--- src/rtl/pc_gen_pkg.sv ---
// Shared types and default sizes for the program-counter generator.
package pc_gen_pkg;

   typedef enum logic [1:0] {
      StBoot,
      StRun,
      StFlush,
      StHalt
   } pc_state_e;

   localparam int unsigned DefPcWidth     = 8;
   localparam int unsigned DefFlushCycles = 2;
   localparam int unsigned FLUSH_CNT_W    = 3;

endpackage

--- src/rtl/pc_gen.sv ---
// Fetch-address generator: sequential increment, stall, redirect with squash window,
// and halt/resume.
module pc_gen
   import pc_gen_pkg::*;
#(
   parameter int unsigned          PC_WIDTH     = DefPcWidth,
   parameter logic [PC_WIDTH-1:0]  RESET_VECTOR = '0,
   parameter int unsigned          FLUSH_CYCLES = DefFlushCycles
) (
   input  logic                clock,
   input  logic                reset,
   input  logic                stall,
   input  logic                branch_taken,
   input  logic [PC_WIDTH-1:0] branch_target,
   input  logic                jump,
   input  logic [PC_WIDTH-1:0] jump_target,
   input  logic                halt_req,
   input  logic                resume,
   output logic [PC_WIDTH-1:0] pc,
   output logic                pc_valid,
   output logic [PC_WIDTH-1:0] pc_plus1,
   output logic                squash,
   output logic                halted,
   output logic                wrap
);

   localparam logic [FLUSH_CNT_W-1:0] FlushLoad = FLUSH_CNT_W'(FLUSH_CYCLES);
   localparam logic [FLUSH_CNT_W-1:0] CntOne    = FLUSH_CNT_W'(1);

   pc_state_e                state_q, state_d;
   logic [PC_WIDTH-1:0]      pc_q, pc_d;
   logic [FLUSH_CNT_W-1:0]   cnt_q, cnt_d;
   logic                     wrap_q, wrap_d;
   logic                     redirect;
   logic [PC_WIDTH-1:0]      target;
   logic                     window_done;

   assign redirect = jump | branch_taken;
   assign target   = jump ? jump_target : branch_target;

   always_comb begin
      state_d     = state_q;
      pc_d        = pc_q;
      cnt_d       = cnt_q;
      wrap_d      = 1'b0;
      window_done = 1'b0;
      unique case (state_q)
         StBoot: state_d = StRun;
         StRun, StFlush: begin
            if (redirect) begin
               pc_d    = target;
               state_d = StFlush;
               cnt_d   = FlushLoad;
            end else begin
               // A halt request waits until the squash window has fully drained.
               window_done = (state_q == StRun) || (cnt_q == CntOne);
               if (state_q == StFlush) begin
                  cnt_d = cnt_q - CntOne;
                  if (cnt_q == CntOne) state_d = StRun;
               end
               if (halt_req && window_done) begin
                  state_d = StHalt;
               end else if (!stall) begin
                  pc_d   = pc_q + PC_WIDTH'(1);
                  wrap_d = &pc_q;
               end
            end
         end
         StHalt: begin
            if (resume && !halt_req) state_d = StRun;
         end
      endcase
   end

   always_ff @(posedge clock) begin
      if (!reset) begin
         state_q <= StBoot;
         pc_q    <= RESET_VECTOR;
         cnt_q   <= '0;
         wrap_q  <= 1'b0;
      end else begin
         state_q <= state_d;
         pc_q    <= pc_d;
         cnt_q   <= cnt_d;
         wrap_q  <= wrap_d;
      end
   end

   assign pc       = pc_q;
   assign pc_plus1 = pc_q + PC_WIDTH'(1);
   assign squash   = (state_q == StFlush);
   assign halted   = (state_q == StHalt);
   assign wrap     = wrap_q;
   assign pc_valid = ((state_q == StRun) || (state_q == StFlush)) && (!stall || redirect);

endmodule

--- config.mk ---
export PLATFORM = sky130hd
export DESIGN_NAME = pc_gen
export DESIGN_NICKNAME = d
export VERILOG_FILES = /design/src/rtl/pc_gen_pkg.sv /design/src/rtl/pc_gen.sv
export SDC_FILE = /design/constraint.sdc
export NUM_CORES = 1
export LEC_CHECK = 0
export ABC_AREA = 1
export BUFFER_PORTS_ARGS = -buffer_cell sky130_fd_sc_hd__buf_4
export CELL_PAD_IN_SITES_DETAIL_PLACEMENT = 1
export CELL_PAD_IN_SITES_GLOBAL_PLACEMENT = 1
export CORE_MARGIN = 2
export CORE_UTILIZATION = 28
export CTS_CLUSTER_DIAMETER = 100
export DETAILED_ROUTE_END_ITERATION = 7
export PLACE_DENSITY = 0.8
export SLEW_MARGIN = 30
export SYNTH_ARGS = -nofsm -noshare
export SYNTH_HDL_FRONTEND = slang
export SYNTH_SLANG_ARGS = --single-unit
--- constraint.sdc ---
create_clock -name clock -period 1.4 [get_ports clock]
set_input_delay 0.14 -clock clock [delete_from_list [all_inputs] [get_ports clock]]
set_output_delay 0.14 -clock clock [all_outputs]
set_load 0.01 [all_outputs]
==> reports/results.tsv, run 1 <==
stage	metric	value	unit
power	power_per_cell_area	1780	mW/mm^2
clock_network	tritoncts_num_sinks	14	
worst_setup_path	crit-reg2reg-launch	state_q[1]	
synthesis	post_synth_xor_area_fraction	0.0242	
power	irDropWorstVdd	0.593	mV
cells_and_area	multi_input_gate_area	769	um^2
sta	setup_tns	-82.5	ps
floorplan	die_h	66.2	um
floorplan	design.core.area	0.00369	mm^2
grt	grt_start_max_net_pins	13	
synthesis	complex_gate_fraction_of_the_synthesized_area	0.127	
synthesis	post_synth_and_or_nand_nor_area_fraction	0.383	
detailed_routing	antenna_violating_nets_left	0	
power	intPower	0.00169	W
floorplan	rows	22	
power	pwr-share-clk	0.110	
synthesis	synth_top_family_by_area	simple AND/OR/NAND/NOR gates	
place	pre_cts_slack	-29.0	ps
detailed_routing	drt_first_pass_iters	4	
cells_and_area	num-nets-final	268	
clock_network	worst_setup_hold_path_clk_slew	60	ps
grt	grt_first_pass_wirelength	6270	um
sta	report.final.hold_viol_count	0	
place	placement.io_buffers	42	
clock_network	clkLatencyLatePin	250	ps
synthesis	synth.net_count	205	
min_path	min-delay-path-class	in -> reg	
worst_setup_path	cp.required	1530	ps
status	failing_checks	setup timing	
cells_and_area	postLayoutCoreUtil	0.478	
synthesis	synth.cell_area	0.00108	mm^2
place	placed_cells	266	
synthesis	synth.largest_area_cell	sky130_fd_sc_hd__dfxtp_1	
synthesis	post_synth_main_area_contributors	sky130_fd_sc_hd__dfxtp_1 26%, sky130_fd_sc_hd__nand2_1 21%, sky130_fd_sc_hd__inv_1 9.7%, sky130_fd_sc_hd__ha_1 6.9%, sky130_fd_sc_hd__nor2_1 6.6%	
cells_and_area	final-seq-area	298	um^2
sta	final_min_period_over_clock_period	1.04	
synthesis	synth_top_area_frac	0.258	
detailed_routing	drt_iter0_markers	42	
detailed_routing	top_signal_layer_used	met4	
clock_network	clock_tree.buffer_depth	2	
detailed_routing	wl_met2	2090	um
run	max_cap_viols	0	
worst_setup_path	timing.critical_path.slowest_stage_cell	sky130_fd_sc_hd__dfxtp_2	
cells_and_area	flow.area_growth_from_synthesis	62.4	%
detailed_routing	route.detailed.vias_per_inst	4.64	
synthesis	synth.yosys.warnings	0	
worst_setup_path	cpMostUsedCell	sky130_fd_sc_hd__inv_1	
sta	timing.max_slew.rel_slack	0.844	
grt	via_count_of_the_first_global_routing_pass	1369	
sta	rsz_0062_raised_after_global_routing	yes	
synthesis	synth_seq_cells	14	
worst_setup_path	cp-end-kind	register	
clock_network	numCtsBuffers	3	
sta	finalMaxSlewViolations	0	
sta	maxClockFrequency	0.688	GHz
sta	post-route-min-period	1450	ps
worst_setup_path	critical-path-max-stage-delay	360	ps
clock_network	clockRootBuffer	sky130_fd_sc_hd__clkbuf_8	
synthesis	post_synth_inst_count	176	
sta	report.final.setup_viol	4	
detailed_routing	route.vias.total	1323	
sta	layout_setup_ws	-53.0	ps
cells_and_area	insertedDiodeCount	0	
worst_setup_path	crit_path_cell_trace	inv_1 -> ha_1 -> inv_1 -> nand2_2 -> nand3_2 -> nand2_4 -> inv_2 -> nand2_1 -> o21ai_1 -> nor2_1	
synthesis	synth.area.mux_share	0	
detailed_routing	wl_per_cell	13.9	um
clock_network	htree_num_levels	1	
worst_setup_path	rrSetupSlack	-50	ps
synthesis	synthAdderAreaFrac	0.0692	
worst_setup_path	critical_path.reg2reg.endpoint	pc[0]	
worst_setup_path	critPathBufInv	3	
worst_setup_path	timing.setup.critical_path_class	reg -> reg	
power	power.share.sequential	0.234	
min_path	worst_hold_path.endpoint	state_q[0]	
power	switchingPower	0.00145	W
detailed_routing	drt-total-wl	3950	um
sta	final.setup_skew	6.86	ps
clock_network	tritoncts_clock_tree	yes	
cells_and_area	fillerInstances	488	
place	routabilityCongestion	0.837	
sta	tightestPinTransition	234	ps
grt	grt_antenna_before_repair	0	
synthesis	register_area_share_after_synthesis	0.258	
detailed_routing	detailroute.wirelength.met3	129	um
place	dp.final_hpwl	2620	um
worst_setup_path	worst_setup_path_start_kind	register	
cells_and_area	finish.instance_area	0.00176	mm^2
place	detailed_place.area	0.00146	mm^2
floorplan	initial_core_util	0.294	
floorplan	io_pins	43	
cells_and_area	layout_common_cells	54 x sky130_fd_sc_hd__nand2_1, 54 x sky130_fd_sc_hd__buf_4, 23 x sky130_fd_sc_hd__inv_1	
power	combinationalPowerShare	0.655	
min_path	hold_path_startpoint	reset	
cells_and_area	post_layout_nonfiller_instances	285	
detailed_routing	met1_length	1640	um
worst_setup_path	timing.critical_path.max_delay_family	simple AND/OR/NAND/NOR gates	
clock_network	cts_hold_buf	0	
synthesis	synth_area_per_cell	6.16	um^2
worst_setup_path	logic_depth_of_the_worst_register_to_register_path	10	
floorplan	die_width	66.2	um
power	sw_frac_of_total	0.463	
cells_and_area	post_route_cells_drive_above_1_share	0.451	
grt	grt_util_all_layers	0.184	
min_path	cells_on_worst_hold_path	3	
worst_setup_path	worstPathMaxFanout	7	
worst_setup_path	critical_path_at	1580	ps
floorplan	die-area	0.00439	mm^2
detailed_routing	route.detailed.drc	0	
synthesis	yosysUniqueCellTypes	21	
status	outcome	finished, violations left	
power	leakagePower	0.905	nW
grt	overflow	0	
cells by family (layout without fill, tap and decap cells):
family,Yosys count,count (layout)
buf+inv,33,93
flops,14,14
fa+ha+maj,6,6
simple gates,97,98
compound gates,23,23
xor+xnor,3,3
what timing repair did:
item / in CTS / in global routing
resized for setup: 24 / 25
setup buffers: 11 / 4
setup endpoints to repair: 9 / 15
cloned: 1 / 0
pin swaps: 8 / 12
how the worst max path moves through the flow:
stage	start	end	slack (ps)	cells past startpoint
2_1_floorplan	state_q[0]	pc[6]	40	7
3_3_place_gp	state_q[0]	pc[0]	70	8
5_1_grt	cnt_q[1]	pc[0]	-120	9
3_5_place_dp	state_q[0]	pc[0]	-30	8
4_1_cts	pc[1]	pc_plus1[6]	-10	7
6_report	state_q[1]	pc[0]	-50	10
cells in the mapped netlist, drive strengths merged:
cell type   n
a21oi      16
o21ai       7
nand4       1
buf         4
xor2        3
dfxtp      14
nand3      11
nor3        1
nor2       20
and2        1
inv        29
nand2      63
ha          6
layer usage:
metal / vias up / GRT usage
li1: 659 / -
met1: 621 / 0.220
met2: 35 / 0.335
met3: 8 / 0.0221
met4: 0 / 0.0663
met5: - / 0
sequential cells by signal, indices dropped and copies added (netlist names):
name / flops
wrap: 1
cnt_q: 3
state_q: 2
pc: 8
layout make-up:
cell class	count	share of cell area
timing repair buffer	61	0.275
tap	48	0.0341
sequential	14	0.169
multi-input combinational	130	0.437
clock buffer	3	0.0234
inverter	29	0.0618
stage by stage:
stage / power (W) / hold slack (ps)
after detailed placement: 0.00232 / 467
after floorplan: 0.00173 / 278
after global routing: 0.00339 / 210
after global placement: 0.00227 / 451
final: 0.00314 / 206
after CTS: 0.00290 / 200
worst reg2reg max path, stage by stage, from the launching register on:
cell,delay [ps]
sky130_fd_sc_hd__dfxtp_2,360
sky130_fd_sc_hd__inv_1,60
sky130_fd_sc_hd__ha_1,180
sky130_fd_sc_hd__inv_1,80
sky130_fd_sc_hd__nand2_2,80
sky130_fd_sc_hd__nand3_2,140
sky130_fd_sc_hd__nand2_4,100
sky130_fd_sc_hd__inv_2,100
sky130_fd_sc_hd__nand2_1,60
sky130_fd_sc_hd__o21ai_1,110
sky130_fd_sc_hd__nor2_1,80
power by group through the flow:
stage | combinational, W | clock [W] | sequential (W)
6_report | 0.00206 | 0.000346 | 0.000736
5_1_grt | 0.00225 | 0.000374 | 0.000762
4_1_cts | 0.00183 | 0.000345 | 0.000725
3_5_place_dp | 0.00164 | 0 | 0.000686
3_3_place_gp | 0.00159 | 0 | 0.000682
2_1_floorplan | 0.00103 | 0 | 0.000697
(Power assumes the default switching activity.)
==> inputs of run 2 (changes only) <==
--- a/config.mk
+++ b/config.mk
@@ -9,11 +9,11 @@
 export BUFFER_PORTS_ARGS = -buffer_cell sky130_fd_sc_hd__buf_4
 export CELL_PAD_IN_SITES_DETAIL_PLACEMENT = 1
 export CELL_PAD_IN_SITES_GLOBAL_PLACEMENT = 1
-export CORE_MARGIN = 2
-export CORE_UTILIZATION = 28
+export CORE_MARGIN = 5
+export CORE_UTILIZATION = 32
 export CTS_CLUSTER_DIAMETER = 100
 export DETAILED_ROUTE_END_ITERATION = 7
-export PLACE_DENSITY = 0.8
+export PLACE_DENSITY = 0.85
 export SLEW_MARGIN = 30
 export SYNTH_ARGS = -nofsm -noshare
 export SYNTH_HDL_FRONTEND = slang
==> constraint.sdc (replaced) <==
create_clock -name clock -period 1.63 [get_ports clock]
set_input_delay 0.163 -clock clock [delete_from_list [all_inputs] [get_ports clock]]
set_output_delay 0.163 -clock clock [all_outputs]
set_load 0.01 [all_outputs]
==> reports/results.tsv, run 2 (synthesis results as in run 1) <==
stage	metric	value	unit	change
grt	overflow	0		unchanged
clock_network	htree_num_levels	1		unchanged
clock_network	numCtsBuffers	3		unchanged
worst_setup_path	timing.setup.critical_path_class	reg -> out		
floorplan	rows	21		-4.5%
sta	final.setup_skew	1.84	ps	-5.02 ps
grt	via_count_of_the_first_global_routing_pass	1231		-10%
clock_network	clockRootBuffer	sky130_fd_sc_hd__clkbuf_4		
sta	final_min_period_over_clock_period	0.955		
cells_and_area	layout_common_cells	61 x sky130_fd_sc_hd__nand2_1, 43 x sky130_fd_sc_hd__buf_4, 28 x sky130_fd_sc_hd__inv_1		
cells_and_area	postLayoutCoreUtil	0.449		-0.0290
sta	maxClockFrequency	0.642	GHz	
detailed_routing	drt-total-wl	3320	um	-16%
worst_setup_path	cp-end-kind	output port		
place	routabilityCongestion	0.840		+0.44%
cells_and_area	largest_reg_flops	8		unchanged
cells_and_area	flow.area_growth_from_synthesis	36.9	%	
power	leakagePower	0.790	nW	-13%
worst_setup_path	critical_path_at	1390	ps	-190 ps
cells_and_area	post_route_cells_drive_above_1_share	0.283		-0.168
clock_network	tritoncts_num_sinks	14		unchanged
status	outcome	finished clean		
cells_and_area	num-nets-final	249		-7.1%
grt	grt_first_pass_wirelength	5350	um	-15%
floorplan	die_h	68.2	um	+3.0%
sta	timing.max_slew.rel_slack	0.837		-0.00631
floorplan	initial_core_util	0.328		+0.0336
sta	rsz_0062_raised_after_global_routing	yes		
worst_setup_path	worst_setup_path_start_kind	register		
floorplan	die_width	68.2	um	+3.0%
place	pre_cts_slack	169	ps	+198 ps
clock_network	clkLatencyLatePin	290	ps	+40 ps
clock_network	tritoncts_clock_tree	yes		
grt	grt_antenna_before_repair	0		unchanged
clock_network	clock_tree.buffer_depth	2		unchanged
place	placement.io_buffers	42		unchanged
floorplan	die-area	0.00465	mm^2	+6.1%
power	report.power.total	0.00221	W	-30%
cells_and_area	multi_input_gate_area	669	um^2	-13%
run	max_cap_viols	0		unchanged
detailed_routing	drt_iter0_markers	41		-2.4%
detailed_routing	route.vias.total	1219		-7.9%
sta	finalMaxSlewViolations	0		unchanged
floorplan	io_pins	43		unchanged
clock_network	worst_setup_hold_path_clk_slew	90	ps	+30 ps
power	irDropWorstVdd	0.477	mV	-20%
cells_and_area	final-seq-area	290	um^2	-2.5%
worst_setup_path	cp.required	1470	ps	-60 ps
sta	tightestPinTransition	244	ps	+9.72 ps
clock_network	post_cts_buffers	0		-11
detailed_routing	drt_first_pass_iters	4		unchanged
worst_setup_path	worstPathMaxFanout	6		-1
sta	layout_setup_ws	72.6	ps	+126 ps
cells_and_area	fillerInstances	478		-2.0%
detailed_routing	antenna_violating_nets_left	0		unchanged
power	power_per_cell_area	1490	mW/mm^2	-17%
detailed_routing	route.detailed.drc	0		unchanged
cells_and_area	layout_commonest_cell	sky130_fd_sc_hd__nand2_1		
sta	report.final.setup_viol	0		-4
grt	grt_util_all_layers	0.151		-0.0338
sta	report.final.hold_viol_count	0		unchanged
grt	grt_start_max_net_pins	15		+2
min_path	min-delay-path-class	in -> reg		
floorplan	design.core.area	0.00331	mm^2	-10%
sta	post-route-min-period	1560	ps	
detailed_routing	route.detailed.vias_per_inst	4.60		-0.91%
place	dp.final_hpwl	2590	um	-1.4%
cells_and_area	insertedDiodeCount	0		unchanged
detailed_routing	wl_per_cell	12.5	um	-9.7%
run 2: per-layer routing:
layer / vias to the layer above / global-route usage / wire length, um
met1: 563 / 0.180 / 1430
met5: - / 0 / 0
li1: 624 / - / -
met4: 0 / 0.0670 / 65
met3: 5 / 0.0164 / 125
met2: 27 / 0.268 / 1700
run 2: worst paths after layout:
kind / from / to / slack [ps] / cells past startpoint
max: pc[0] / pc_plus1[6] / 70 / 7
min: stall / wrap / 160 / 4
max reg2reg: state_q[0] / pc[0] / 170 / 8
min reg2reg: cnt_q[0] / cnt_q[0] / 510 / 2
run 2: timing repair:
item,4_1_cts,5_1_grt
pin swaps,0,0
hold buffers,0,0
resized for setup,4,5
setup endpoints to repair,2,6
run 2: where the power goes:
part           internal, W  switching (W)  leakage [nW]  total, W
registers         0.000482       0.000127         0.117  0.000609
clock network     0.000136       0.000132        0.0210  0.000269
logic             0.000556       0.000773         0.652   0.00133
total              0.00117        0.00103         0.790   0.00221
run 2: layout make-up:
cell class / instances / share of cell area
sequential: 14 / 0.195
timing repair buffer: 43 / 0.217
clock buffer: 4 / 0.0244
tap: 46 / 0.0388
inverter: 29 / 0.0733
multi-input combinational: 129 / 0.451
run 2: worst max-delay path: stages, from the launching register on:
cell and delay [ps]:
sky130_fd_sc_hd__dfxtp_4 400, sky130_fd_sc_hd__ha_4 160, sky130_fd_sc_hd__nand3_1 100, sky130_fd_sc_hd__nor2_1 110
sky130_fd_sc_hd__nand2_1 80, sky130_fd_sc_hd__nand2_1 70, sky130_fd_sc_hd__inv_1 60, sky130_fd_sc_hd__buf_4 140
run 2: stage by stage:
| step | instance area, um^2 | std cells | TNS, ps | hold WS, ps |
|---|---|---|---|---|
| 2_1_floorplan | 1080 | 176 | 0 | 301 |
| 3_3_place_gp | 1420 | 261 | 0 | 474 |
| 3_5_place_dp | 1420 | 261 | 0 | 472 |
| 4_1_cts | 1470 | 265 | 0 | 162 |
| 5_1_grt | 1490 | 265 | -51.3 | 167 |
| 6_report | 1490 | 265 | 0 | 164 |
==> inputs of run 3 (changes only) <==
--- a/config.mk
+++ b/config.mk
@@ -10,10 +10,11 @@
 export CELL_PAD_IN_SITES_DETAIL_PLACEMENT = 1
 export CELL_PAD_IN_SITES_GLOBAL_PLACEMENT = 1
 export CORE_MARGIN = 5
-export CORE_UTILIZATION = 32
+export CORE_UTILIZATION = 33
+export CTS_BUF_LIST = sky130_fd_sc_hd__clkbuf_4 sky130_fd_sc_hd__clkbuf_8
 export CTS_CLUSTER_DIAMETER = 100
 export DETAILED_ROUTE_END_ITERATION = 7
-export PLACE_DENSITY = 0.85
+export PLACE_DENSITY = 0.87
 export SLEW_MARGIN = 30
 export SYNTH_ARGS = -nofsm -noshare
 export SYNTH_HDL_FRONTEND = slang
==> reports/results.tsv, run 3 (synthesis results as in run 1) <==
stage	metric	value	unit	change
status	outcome	finished clean		
clock_network	clockRootBuffer	sky130_fd_sc_hd__clkbuf_4		
floorplan	rows	20		-4.8%
worst_setup_path	timing.critical_path.max_delay_family	flip-flops		
run	max_cap_viols	0		unchanged
detailed_routing	drt_iter0_markers	44		+7.3%
min_path	min-delay-path-class	in -> reg		
sta	report.final.setup_viol	0		unchanged
cells_and_area	num-nets-final	252		+1.2%
power	power.share.sequential	0.264		-0.012
clock_network	worst_setup_hold_path_clk_slew	100	ps	about the same
sta	layout_setup_ws	62.0	ps	-10.7 ps
power	pwr-share-clk	0.117		-0.005
cells_and_area	flow.area_growth_from_synthesis	41.3	%	
clock_network	clkLatencyLatePin	290	ps	about the same
worst_setup_path	crit_path_cell_trace	ha_4 -> nand2_2 -> nor2_4 -> xor2_1 -> buf_4		
sta	tightestPinTransition	249	ps	+4.48 ps
worst_setup_path	timing.critical_path.slowest_stage_cell	sky130_fd_sc_hd__dfxtp_4		
detailed_routing	antenna_violating_nets_left	0		unchanged
floorplan	io_pins	43		unchanged
clock_network	tritoncts_clock_tree	yes		
cells_and_area	post_route_cells_drive_above_1_share	0.311		+0.0277
sta	report.final.hold_viol_count	0		unchanged
worst_setup_path	cp-end-kind	output port		
detailed_routing	drt_first_pass_iters	4		unchanged
cells_and_area	layout_commonest_cell	sky130_fd_sc_hd__nand2_1		
clock_network	clock_tree.buffer_depth	2		unchanged
floorplan	initial_core_util	0.350		+0.0219
cells_and_area	post_layout_nonfiller_instances	267		+0.75%
floorplan	die_h	67.3	um	-1.3%
worst_setup_path	critPathBufInv	1		-1
cells_and_area	finish.instance_area	0.00153	mm^2	+3.2%
sta	setup_tns	0	ps	unchanged
clock_network	tritoncts_num_sinks	14		unchanged
power	leakagePower	0.805	nW	+1.9%
worst_setup_path	critical-path-max-stage-delay	390	ps	about the same
detailed_routing	drt-total-wl	3590	um	+8.2%
place	dp.final_hpwl	2620	um	+1.4%
place	placed_cells	259		-0.77%
detailed_routing	wl_per_cell	13.4	um	+7.4%
worst_setup_path	cp.required	1470	ps	about the same
sta	final.setup_skew	1.41	ps	-0.429 ps
worst_setup_path	critical_path_at	1410	ps	+20 ps
sta	post-route-min-period	1570	ps	+10.7 ps
cells_and_area	layout_common_cells	60 x sky130_fd_sc_hd__nand2_1, 45 x sky130_fd_sc_hd__buf_4, 28 x sky130_fd_sc_hd__inv_1		
sta	maxClockFrequency	0.638	GHz	-0.68%
detailed_routing	route.detailed.vias_per_inst	4.62		+0.39%
clock_network	numCtsBuffers	3		unchanged
sta	finalMaxSlewViolations	0		unchanged
grt	grt_start_max_net_pins	15		unchanged
sta	final_min_period_over_clock_period	0.962		+0.00654
floorplan	die-area	0.00453	mm^2	-2.6%
power	sw_frac_of_total	0.473		+0.00462
grt	overflow	0		unchanged
detailed_routing	route.detailed.drc	0		unchanged
worst_setup_path	timing.setup.critical_path_class	reg -> out		
place	pre_cts_slack	141	ps	-28.2 ps
place	detailed_place.area	0.00142	mm^2	-0.18%
sta	post_route_hold_slack	157	ps	-6.68 ps
worst_setup_path	rrSetupSlack	140	ps	-30 ps
worst_setup_path	worstPathMaxFanout	4		-2
power	power_per_cell_area	1500	mW/mm^2	+1.1%
power	switchingPower	0.00109	W	+5.4%
power	intPower	0.00121	W	+3.4%
detailed_routing	route.vias.total	1233		+1.1%
grt	grt_first_pass_wirelength	5880	um	+9.8%
place	routabilityCongestion	0.813		-3.3%
grt	grt_antenna_before_repair	0		unchanged
place	placement.io_buffers	42		unchanged
sta	timing.max_slew.rel_slack	0.834		-0.00321
power	combinationalPowerShare	0.619		+0.017
grt	grt_util_all_layers	0.170		+0.0190
clock_network	cts_hold_buf	0		unchanged
floorplan	design.core.area	0.00310	mm^2	-6.3%
worst_setup_path	worst_setup_path_start_kind	register		
grt	via_count_of_the_first_global_routing_pass	1279		+3.9%
cells_and_area	largest_reg_flops	8		unchanged
power	irDropWorstVdd	0.520	mV	+9.0%
floorplan	die_width	67.3	um	-1.3%
clock_network	htree_num_levels	1		unchanged
-- run 3: cell types whose count changed in the layout (fill, tap and decap cells not counted), sizes merged --
cell and change:
diode +1, buf +3
-- run 3: worst paths after layout --
| kind | from | cells after the start | end |
|---|---|---|---|
| max reg2reg | state_q[0] | 8 | pc[0] |
| max | pc[1] | 5 | pc_plus1[4] |
| min reg2reg | cnt_q[0] | 2 | cnt_q[0] |
| min | stall | 4 | wrap |
-- run 3: repair_timing --
item	in CTS	in global routing
setup endpoints to repair	2	7
pin swaps	1	3
buffers inserted	1	2
gates resized for setup	8	8
-- run 3: area by class of cell --
type / count / area (um^2)
flip-flops and latches: 14 / 289
clock buffers: 4 / 36.3
repair buffers: 46 / 349
fillers: 440 / 1570
inverters: 29 / 109
diodes: 1 / 2.50
well taps: 44 / 55.1
multi-input cells: 129 / 692
-- run 3: per-layer routing --
layer,part of all wire,GRT usage,up-vias
met3,0.043,0.0250,5
met2,0.47,0.293,30
met4,0.021,0.0684,0
met5,0,0,-
li1,-,-,629
met1,0.46,0.210,569
-- run 3: through the flow --
step           power [W]   util
2_1_floorplan    0.00145      -
3_3_place_gp     0.00188  0.458
3_5_place_dp     0.00191  0.458
4_1_cts          0.00222  0.479
5_1_grt          0.00252  0.493
6_report         0.00230  0.494
-- run 3: power by group through the flow --
stage	registers [W]	logic, W	clock network (W)
finish	0.000608	0.00142	0.000270
detailed placement	0.000598	0.00131	0
CTS	0.000594	0.00136	0.000268
global route	0.000630	0.00160	0.000293
floorplan	0.000595	0.000857	0
global placement	0.000594	0.00128	0
-- run 3: worst reg2reg max path, stage by stage (launching register included) --
cell,delay (ps)
sky130_fd_sc_hd__dfxtp_1,380
sky130_fd_sc_hd__inv_1,70
sky130_fd_sc_hd__ha_2,320
sky130_fd_sc_hd__a21oi_4,160
sky130_fd_sc_hd__nand2_4,140
sky130_fd_sc_hd__inv_1,120
sky130_fd_sc_hd__nand2_1,60
sky130_fd_sc_hd__o21ai_0,90
sky130_fd_sc_hd__nor2_1,60
